File: config.mk
export PLATFORM = sky130hd
export DESIGN_NAME = mult_result_buffer
export DESIGN_NICKNAME = d
export VERILOG_FILES = /design/src/rtl/mult_result_buffer.sv
export SDC_FILE = /design/constraint.sdc
export NUM_CORES = 1
export LEC_CHECK = 0
export CORE_UTILIZATION = 62
export DETAILED_ROUTE_END_ITERATION = 16
export DONT_BUFFER_PORTS = 1
export GPL_ROUTABILITY_DRIVEN = 0
export PLACE_DENSITY = 0.79
export SLEW_MARGIN = 20
export SYNTH_ARGS = -nofsm -noshare
export SYNTH_HDL_FRONTEND = slang
export SYNTH_SLANG_ARGS = --single-unit
File: constraint.sdc
create_clock -name clk -period 3.7 [get_ports clk]
set_input_delay 0.74 -clock clk [delete_from_list [all_inputs] [get_ports clk]]
set_output_delay 0.74 -clock clk [all_outputs]
set_load 0.005 [all_outputs]
File: src/rtl/mult_result_buffer.sv
// mult_result_buffer
// Output buffer for the FP32 multiplier. Products and their
// {exception, overflow, underflow} flags go into a small circular FIFO.
// The head entry is presented to the consumer over a valid/ready handshake.
// Sticky status flags and saturating per-flag event counters are kept
// for software/debug readout.
//
// Build option: define MULT_BUF_NAN_CANON_EN to store the canonical quiet
// NaN 32'h7FC0_0000 in place of in_result for every push with
// in_exception=1. Without it, in_result is stored verbatim.
//
// The head outputs (out_valid/out_result/out_flags) are registered. They
// are loaded from the next-state pointers each cycle, so a pushed entry
// appears one edge after it is accepted and never combinationally.

module mult_result_buffer #(
    parameter int DEPTH = 4,
    parameter int CNT_W = 16
) (
    input  logic                         clk,
    input  logic                         reset,
    input  logic                         in_valid,
    output logic                         in_ready,
    input  logic [31:0]                  in_result,
    input  logic                         in_exception,
    input  logic                         in_overflow,
    input  logic                         in_underflow,
    output logic                         out_valid,
    input  logic                         out_ready,
    output logic [31:0]                  out_result,
    output logic [2:0]                   out_flags,
    output logic [$clog2(DEPTH):0]       occupancy,
    output logic [2:0]                   sticky_flags,
    input  logic                         clear_sticky,
    input  logic                         clear_stats,
    output logic [CNT_W-1:0]             exc_count,
    output logic [CNT_W-1:0]             ovf_count,
    output logic [CNT_W-1:0]             unf_count
);

    localparam int PTR_W = $clog2(DEPTH);
    localparam int OCC_W = PTR_W + 1;

    // Saturating event counter update; a clear still lets the same-cycle
    // increment land, so clear+increment yields 1.
    function automatic logic [CNT_W-1:0] cnt_next(
        input logic [CNT_W-1:0] cnt,
        input logic             inc,
        input logic             clr
    );
        logic [CNT_W-1:0] base;
        base = clr ? {CNT_W{1'b0}} : cnt;
        if (inc && (base != {CNT_W{1'b1}})) begin
            cnt_next = base + {{(CNT_W-1){1'b0}}, 1'b1};
        end else begin
            cnt_next = base;
        end
    endfunction

    logic [31:0]      mem_result_r [DEPTH];
    logic [2:0]       mem_flags_r  [DEPTH];
    logic [PTR_W-1:0] wr_ptr_r;
    logic [PTR_W-1:0] rd_ptr_r;
    logic [OCC_W-1:0] occ_r;
    logic             out_valid_r;
    logic [31:0]      out_result_r;
    logic [2:0]       out_flags_r;
    logic [2:0]       sticky_r;
    logic [CNT_W-1:0] exc_cnt_r;
    logic [CNT_W-1:0] ovf_cnt_r;
    logic [CNT_W-1:0] unf_cnt_r;

    logic             full_s;
    logic             push_s;
    logic             pop_s;
    logic [2:0]       in_flags_s;
    logic [31:0]      store_result_s;
    logic [PTR_W-1:0] wr_ptr_nxt_s;
    logic [PTR_W-1:0] rd_ptr_nxt_s;
    logic [OCC_W-1:0] occ_nxt_s;
    logic [31:0]      head_result_nxt_s;
    logic [2:0]       head_flags_nxt_s;

    assign full_s     = (occ_r == OCC_W'(DEPTH));
    assign in_ready   = !full_s && !reset;
    assign push_s     = in_valid && in_ready;
    assign pop_s      = out_valid_r && out_ready;
    assign in_flags_s = {in_exception, in_overflow, in_underflow};

`ifdef MULT_BUF_NAN_CANON_EN
    assign store_result_s = in_exception ? 32'h7FC0_0000 : in_result;
`else
    assign store_result_s = in_result;
`endif

    // Next pointers and occupancy for this cycle's push/pop combination.
    always_comb begin
        wr_ptr_nxt_s = wr_ptr_r;
        rd_ptr_nxt_s = rd_ptr_r;
        occ_nxt_s    = occ_r;
        if (push_s) begin
            wr_ptr_nxt_s = wr_ptr_r + {{(PTR_W-1){1'b0}}, 1'b1};
        end else begin
            wr_ptr_nxt_s = wr_ptr_r;
        end
        if (pop_s) begin
            rd_ptr_nxt_s = rd_ptr_r + {{(PTR_W-1){1'b0}}, 1'b1};
        end else begin
            rd_ptr_nxt_s = rd_ptr_r;
        end
        case ({push_s, pop_s})
            2'b10:   occ_nxt_s = occ_r + {{(OCC_W-1){1'b0}}, 1'b1};
            2'b01:   occ_nxt_s = occ_r - {{(OCC_W-1){1'b0}}, 1'b1};
            default: occ_nxt_s = occ_r;
        endcase
    end

    // Head entry after this edge; the entry being written now is forwarded
    // into the output register when it becomes the new head.
    always_comb begin
        head_result_nxt_s = 32'h0000_0000;
        head_flags_nxt_s  = 3'b000;
        if (occ_nxt_s == {OCC_W{1'b0}}) begin
            head_result_nxt_s = 32'h0000_0000;
            head_flags_nxt_s  = 3'b000;
        end else if (push_s && (wr_ptr_r == rd_ptr_nxt_s)) begin
            head_result_nxt_s = store_result_s;
            head_flags_nxt_s  = in_flags_s;
        end else begin
            head_result_nxt_s = mem_result_r[rd_ptr_nxt_s];
            head_flags_nxt_s  = mem_flags_r[rd_ptr_nxt_s];
        end
    end

    // Storage array write; contents are not reset.
    always_ff @(posedge clk) begin
        if (push_s) begin
            mem_result_r[wr_ptr_r] <= store_result_s;
            mem_flags_r[wr_ptr_r]  <= in_flags_s;
        end
    end

    // Pointers, occupancy and registered head outputs.
    always_ff @(posedge clk or posedge reset) begin
        if (reset) begin
            wr_ptr_r     <= {PTR_W{1'b0}};
            rd_ptr_r     <= {PTR_W{1'b0}};
            occ_r        <= {OCC_W{1'b0}};
            out_valid_r  <= 1'b0;
            out_result_r <= 32'h0000_0000;
            out_flags_r  <= 3'b000;
        end else begin
            wr_ptr_r     <= wr_ptr_nxt_s;
            rd_ptr_r     <= rd_ptr_nxt_s;
            occ_r        <= occ_nxt_s;
            out_valid_r  <= (occ_nxt_s != {OCC_W{1'b0}});
            out_result_r <= head_result_nxt_s;
            out_flags_r  <= head_flags_nxt_s;
        end
    end

    // Sticky flags: clear first, then OR in the flags of an accepted push.
    always_ff @(posedge clk or posedge reset) begin
        if (reset) begin
            sticky_r <= 3'b000;
        end else begin
            sticky_r <= (clear_sticky ? 3'b000 : sticky_r) |
                        (push_s ? in_flags_s : 3'b000);
        end
    end

    // Per-flag saturating event counters.
    always_ff @(posedge clk or posedge reset) begin
        if (reset) begin
            exc_cnt_r <= {CNT_W{1'b0}};
            ovf_cnt_r <= {CNT_W{1'b0}};
            unf_cnt_r <= {CNT_W{1'b0}};
        end else begin
            exc_cnt_r <= cnt_next(exc_cnt_r, push_s && in_exception, clear_stats);
            ovf_cnt_r <= cnt_next(ovf_cnt_r, push_s && in_overflow,  clear_stats);
            unf_cnt_r <= cnt_next(unf_cnt_r, push_s && in_underflow, clear_stats);
        end
    end

    assign out_valid    = out_valid_r;
    assign out_result   = out_result_r;
    assign out_flags    = out_flags_r;
    assign occupancy    = occ_r;
    assign sticky_flags = sticky_r;
    assign exc_count    = exc_cnt_r;
    assign ovf_count    = ovf_cnt_r;
    assign unf_count    = unf_cnt_r;

endmodule

## Word-level counts from Yosys, hierarchy flattened

Memories as Yosys holds them, arrays and structs flattened.
Cells that the tools add are included.

- Add/sub/neg operators: 7
- $mul: 0
- Divide/modulo/power cells: 0
- Order comparisons: 0
- Eq/ne operators: 7
- Shifts and indexed selects: 0
- Mux-type cells: 16
- Bitwise operators: 1
- Reductions and logical operators: 14

Operators with widths:

| kind | number |
|---|---|
| 2-to-1 mux 16 bit | 6 |
| 2-to-1 mux 32 bit | 2 |
| adder 16 x 1 -> 16 bit, second input constant | 3 |
| != test 16 bit, second input constant | 3 |
| 2-to-1 mux 3 bit | 4 |
| logical AND 1 bit | 10 |
| one-hot mux 3 bit (2 select lines) | 1 |
| adder 2 x 1 -> 2 bit, second input constant | 2 |
| adder 3 x 1 -> 3 bit, second input constant | 1 |
| == test 3 bit, second input constant | 1 |
| zero test 3 bit | 1 |
| OR 3 bit | 1 |
| nonzero test 3 bit | 1 |
| subtractor 3 x 1 -> 3 bit, second input constant | 1 |
| == test 2 x 1 -> 1 bit, second input constant | 1 |
| == test 2 bit | 1 |
| == test 2 bit, second input constant | 1 |
| zero test 1 bit | 2 |
| 2-to-1 mux 1 bit | 2 |
| 2-to-1 mux 2 bit | 1 |

- Register bits after elaboration: 94
- Bits in latches: 0
- Bits in writable memories: 140
- Bits in read-only memories: 0
- Bits of input ports: 41
- Output and inout bits: 91
- Word-level logic and storage cells: 57
- Memories: 2

Memory list:

| memory | words | bits a word | read ports | clocked after memory_dff | write ports | line | RTL |
|---|---|---|---|---|---|---|---|
| mem_result_r | 4 | 32 | 1 | 0 | 1 | 60 | `logic [31:0] mem_result_r [DEPTH];` |
| mem_flags_r | 4 | 3 | 1 | 0 | 1 | 61 | `logic [2:0] mem_flags_r [DEPTH];` |

## Logic depth before layout (Yosys ltp)

- Depth in word-level cells: 8
- Mapped depth: 13

## Least setup slack after synthesis

OpenSTA, ideal clock, no wires.

- Path kind: input port to flip-flop
- From: in reset
- To: reg out_result_r[10], in the netlist out_result[10]
- Arrival: 5,029 ps
- Data required time: 3,568 ps
- Setup slack: -1,461 ps
- Cell stages on the path: 10
- Path buffers: 2
- Cells stage by stage: inv_1 and3_4 buf_6 inv_1 ha_1 fa_1 mux2_2 nor3_2 clkbuf_1 nor2_1

- Cells in the longest elaborated chain, start to end: 7
- Elaborated cells on any way between the ends: 10
- Those cells by class: eq/ne (2); mux (3); reduce/logical (5)

Ends and longest elaborated chain:

| item | line | RTL |
|---|---|---|
| from (decl) | 21 | `input logic reset,` |
| zero test 1 bit (no line) * | n/a |  |
| logical AND 1 bit * | 85 | `assign in_ready = !full_s && !reset;` |
| logical AND 1 bit * | 86 | `assign push_s = in_valid && in_ready;` |
| == test 2 x 1 -> 1 bit / == test 2 bit (equally long branches) | 111 | `case ({push_s, pop_s})` |
| one-hot mux 3 bit (2 select lines) * | 111 |  |
| via occ_nxt_s[1] | 80 | `logic [OCC_W-1:0] occ_nxt_s;` |
| zero test 3 bit * | 123 | `if (occ_nxt_s == {OCC_W{1'b0}}) begin` |
| 2-to-1 mux 32 bit * | 123 |  |
| via head_result_nxt_s[10] | 81 | `logic [31:0] head_result_nxt_s;` |
| to (signal assigned) | 157 | `out_result_r <= head_result_nxt_s;` |
| to (decl) | 66 | `logic [31:0] out_result_r;` |

Mark *: on every way through the listed nets, which the timed path passes. The rest lies on a longest branch.
A chain may end at the register's enable or synchronous reset.

## Worst setup path in the final report

- From: reg occ_r[0], in the netlist occupancy[0]
- To: reg out_result_r[28], in the netlist out_result[28]

- Cells in the longest elaborated chain, start to end: 8
- Elaborated cells on any way between the ends: 13
- Those cells by class: add/sub (2); eq/ne (3); mux (3); reduce/logical (5)

Ends and longest elaborated chain:

| item | line | RTL |
|---|---|---|
| from (decl) | 64 | `logic [OCC_W-1:0] occ_r;` |
| from (signal assigned) | 148 | `occ_r <= {OCC_W{1'b0}};` |
| from (signal assigned) | 155 | `occ_r <= occ_nxt_s;` |
| == test 3 bit | 84 | `assign full_s = (occ_r == OCC_W'(DEPTH));` |
| zero test 1 bit | 85 |  |
| logical AND 1 bit | 85 |  |
| logical AND 1 bit | 86 |  |
| == test 2 x 1 -> 1 bit / == test 2 bit (equally long branches) | 111 |  |
| one-hot mux 3 bit (2 select lines) * | 111 |  |
| via occ_nxt_s[2] | 80 |  |
| zero test 3 bit * | 123 |  |
| 2-to-1 mux 32 bit * | 123 |  |
| via head_result_nxt_s[28] | 81 |  |

Marks and branches as above.

==> flow_metrics.tcl <==
set metrics [dict create \
    peakVddDrop_uv 781.8 \
    fin_skew_ps 20.53 \
    final_nets 943 \
    dr_total_vias 7857 \
    cts_tree "yes" \
    drt_iter0_markers 619 \
    post-dp-hpwl_um 15360 \
    grt_antenna_before_repair 0 \
    hold_viol 0 \
    clockBufferDepth 3 \
    die_w_um 138.4 \
    hold_path_class "in -> reg" \
    cts_resized 0 \
    first_pass_iters 11 \
    violations "design-rule violations" \
    grt_pass1_vias 7926 \
    root_buffer "clkbuf_16" \
    overflow 0 \
    synth-edff-count 140 \
    crit_arrival_ps 3500 \
    grt_pass1_wl_um 42630 \
    area_delta_synth_final_pct 8.336 \
    hold_depth 1 \
    critPathSlowestCell "dfrtp_1" \
    ios 132 \
    final_max_slew_viol_count 0 \
    critPathKind "reg -> reg" \
    r2r_cells 11 \
    rsz0062_at_grt "no" \
    final_common_cell "edfxtp_1" \
    r2r_setup_slack_ps 570 \
    postPlaceCellArea_um2 11600 \
    grt_usage_pct 27.85 \
    antennaDiodeCount 0 \
    synth_cells 927 \
    setup_viol 0 \
    path_common_cell "nor2_1" \
    critical_path.cell_chain "or3b_1, and3_4, inv_2, ha_4, fa_1, xnor2_1, nor2_1, xor2_1, nor3_4, buf_4, nor2_1" \
    synth-main-ff-cell "edfxtp_1" \
    fillerInstances 1220 \
    postSynthAreaPerCell_um2 12.44 \
    hold_buffers 0 \
    syn_area_um2 11530 \
    fin_cells 1140 \
    p_leak_uw 0.004964 \
    placementRows 49 \
    drc 6 \
    fp.coreArea_um2 18090 \
    rr_startpoint "occupancy[0]$_DFF_PP0_" \
    cp_max_fo 36 \
    start_kind "register" \
    cp-endpoint "out_result[28]$_DFF_PP0_" \
    numClockSinks 234 \
    cp_slowest_stage_delay_ps 490 \
    final.period_utilization_pct 84.68 \
    die_area_um2 19140 \
    port_buffers 0 \
    ys_types 70 \
    cts.clk_slew.worst_paths_ps 60 \
    grt_max_degree 86 \
    fmax_mhz 319.2 \
    final_cell_mix "edfxtp_1, dfrtp_1, mux2i_1" \
    ys_async_sr_fraction_pct 40.17 \
    r2r_end "out_result[28]$_DFF_PP0_" \
    cp-startpoint "occupancy[0]$_DFF_PP0_" \
    final_cell_area_um2 12490 \
    numCtsBuffers 24 \
    worstSkewPairLatency_ps 520 \
    cp_num_buf_inv 2 \
    ys_ff_latch 234 \
    wl_per_cell_um 23.52 \
    initial_core_util_pct 63.74 \
    path_delay_family "simple AND/OR/NAND/NOR gates" \
    outcome "finished, violations left" \
    tightestPinTransition_ps 1093 \
    worstPathRequired_ps 4070 \
    cts_setup_buffers 0 \
    fp.dieH_um 138.4 \
    syn_nets 977 \
    ant_nets 0 \
    slew_headroom_pct 27.14 \
    fin_crit_ps 3133 \
    avgViaCountPerCell 6.892 \
    dp_cells 1096 \
    h-tree-depth 1 \
    crit_path_end_kind "register" \
    hp-start "clear_stats" \
    yosysWarnings 0 \
    path_depth 11 \
    drive_gt1_share_pct 9.879 \
    p_per_area_nw_per_um2 715.5 \
    yosysSeqAreaShare_pct 56.88 \
    wirelength_um 26810 \
    maxCapViolations 0 \
]
-- synthesized netlist by cell type, types with 4 or more instances --
| library cell | number | area (um2) |
|---|---|---|
| buf_1 | 5 | 18.77 |
| nand3_1 | 14 | 70.07 |
| mux2_2 | 7 | 78.83 |
| inv_1 | 48 | 180.2 |
| edfxtp_1 | 140 | 4204 |
| mux2i_1 | 70 | 700.7 |
| nand2_1 | 26 | 97.59 |
| ha_1 | 8 | 100.1 |
| a211o_1 | 34 | 297.8 |
| and3b_1 | 5 | 43.79 |
| a221o_1 | 33 | 330.3 |
| and4_1 | 4 | 35.03 |
| clkbuf_1 | 49 | 183.9 |
| buf_6 | 4 | 45.04 |
| a22oi_1 | 35 | 262.8 |
| xor2_1 | 10 | 87.58 |
| xnor2_1 | 27 | 236.5 |
| and2_2 | 4 | 30.03 |
| nand4_1 | 12 | 75.07 |
| nor2_1 | 68 | 255.2 |
| o31ai_1 | 36 | 270.3 |
| nor3_1 | 6 | 30.03 |
| buf_2 | 8 | 40.04 |
| dfrtp_1 | 94 | 2352 |
| and3_1 | 7 | 43.79 |
| a21oi_1 | 14 | 70.07 |
| nand4b_1 | 37 | 324.1 |
| nor2b_1 | 13 | 81.33 |
| nor4_1 | 5 | 31.28 |
| nor4bb_1 | 34 | 340.3 |
| o21ai_0 | 8 | 40.04 |
-- sequential cells by signal, indices dropped and copies added (netlist names) --
name / flops
mem_result_r: 128
out_result: 32
exc_count: 16
ovf_count: 16
unf_count: 16
mem_flags_r: 12
occupancy: 3
out_flags: 3
sticky_flags: 3
rd_ptr_r: 2
wr_ptr_r: 2
out_valid: 1
-- logic make-up (layout without fill, tap and decap cells) --
logic type	after synthesis	count (layout)	share of synthesized area [%]
AOI/OAI and AO/OA	187	187	13.05
xor gates and xnor gates	37	37	2.811
adders and majority gates	9	9	1.042
buffers and inverters	122	106	4.863
DFF	234	234	56.88
muxes	77	77	6.762
and+or+nand+nor	261	261	14.60
-- cell type report --
class	instances	area [um2]	share of cell area, %
timing repair buffer	11	102.6	0.8216
tap	229	286.5	2.294
inverter	51	195.2	1.563
clock buffer	29	714.4	5.721
clock inverter	15	171.4	1.373
sequential	234	6565	52.57
multi-input combinational	571	4453	35.66
-- power breakdown --
group	switching [uW]	leakage, uW	internal, uW
clock network	1030	0.000426	1600
registers	391	0.00249	3230
logic	1570	0.00205	1120
-- worst min-delay path by stage --
stage	to
2_1_floorplan	sticky_flags[2]$_DFF_PP0_
3_3_place_gp	sticky_flags[0]$_DFF_PP0_
3_5_place_dp	sticky_flags[0]$_DFF_PP0_
4_1_cts	ovf_count[3]$_DFF_PP0_
5_1_grt	unf_count[6]$_DFF_PP0_
6_report	unf_count[6]$_DFF_PP0_
-- metrics by stage --
step                total power [uW]  util [%]  setup TNS [ps]  hold slack (ps)  setup WS, ps
floorplan                       5750         -          -18370            517.3        -537.8
CTS                             8949     69.05               0            269.4         554.6
finish                          8935     69.05               0            293.1         566.7
global route                    9329     69.05               0            274.8         422.5
detailed placement              6325     64.15               0            558.2         563.3
global placement                6141     64.00               0            547.7         680.3
-- metal layers --
metal / vias to the layer above / GRT usage [%] / routed length [um]
li1: 3508 / - / -
met1: 3954 / 37.28 / 11040
met2: 355 / 45.10 / 13070
met3: 40 / 6.720 / 2178
met4: 0 / 8.930 / 520
met5: - / 0 / 0
No activity file was read; power rests on OpenSTA's default activity.
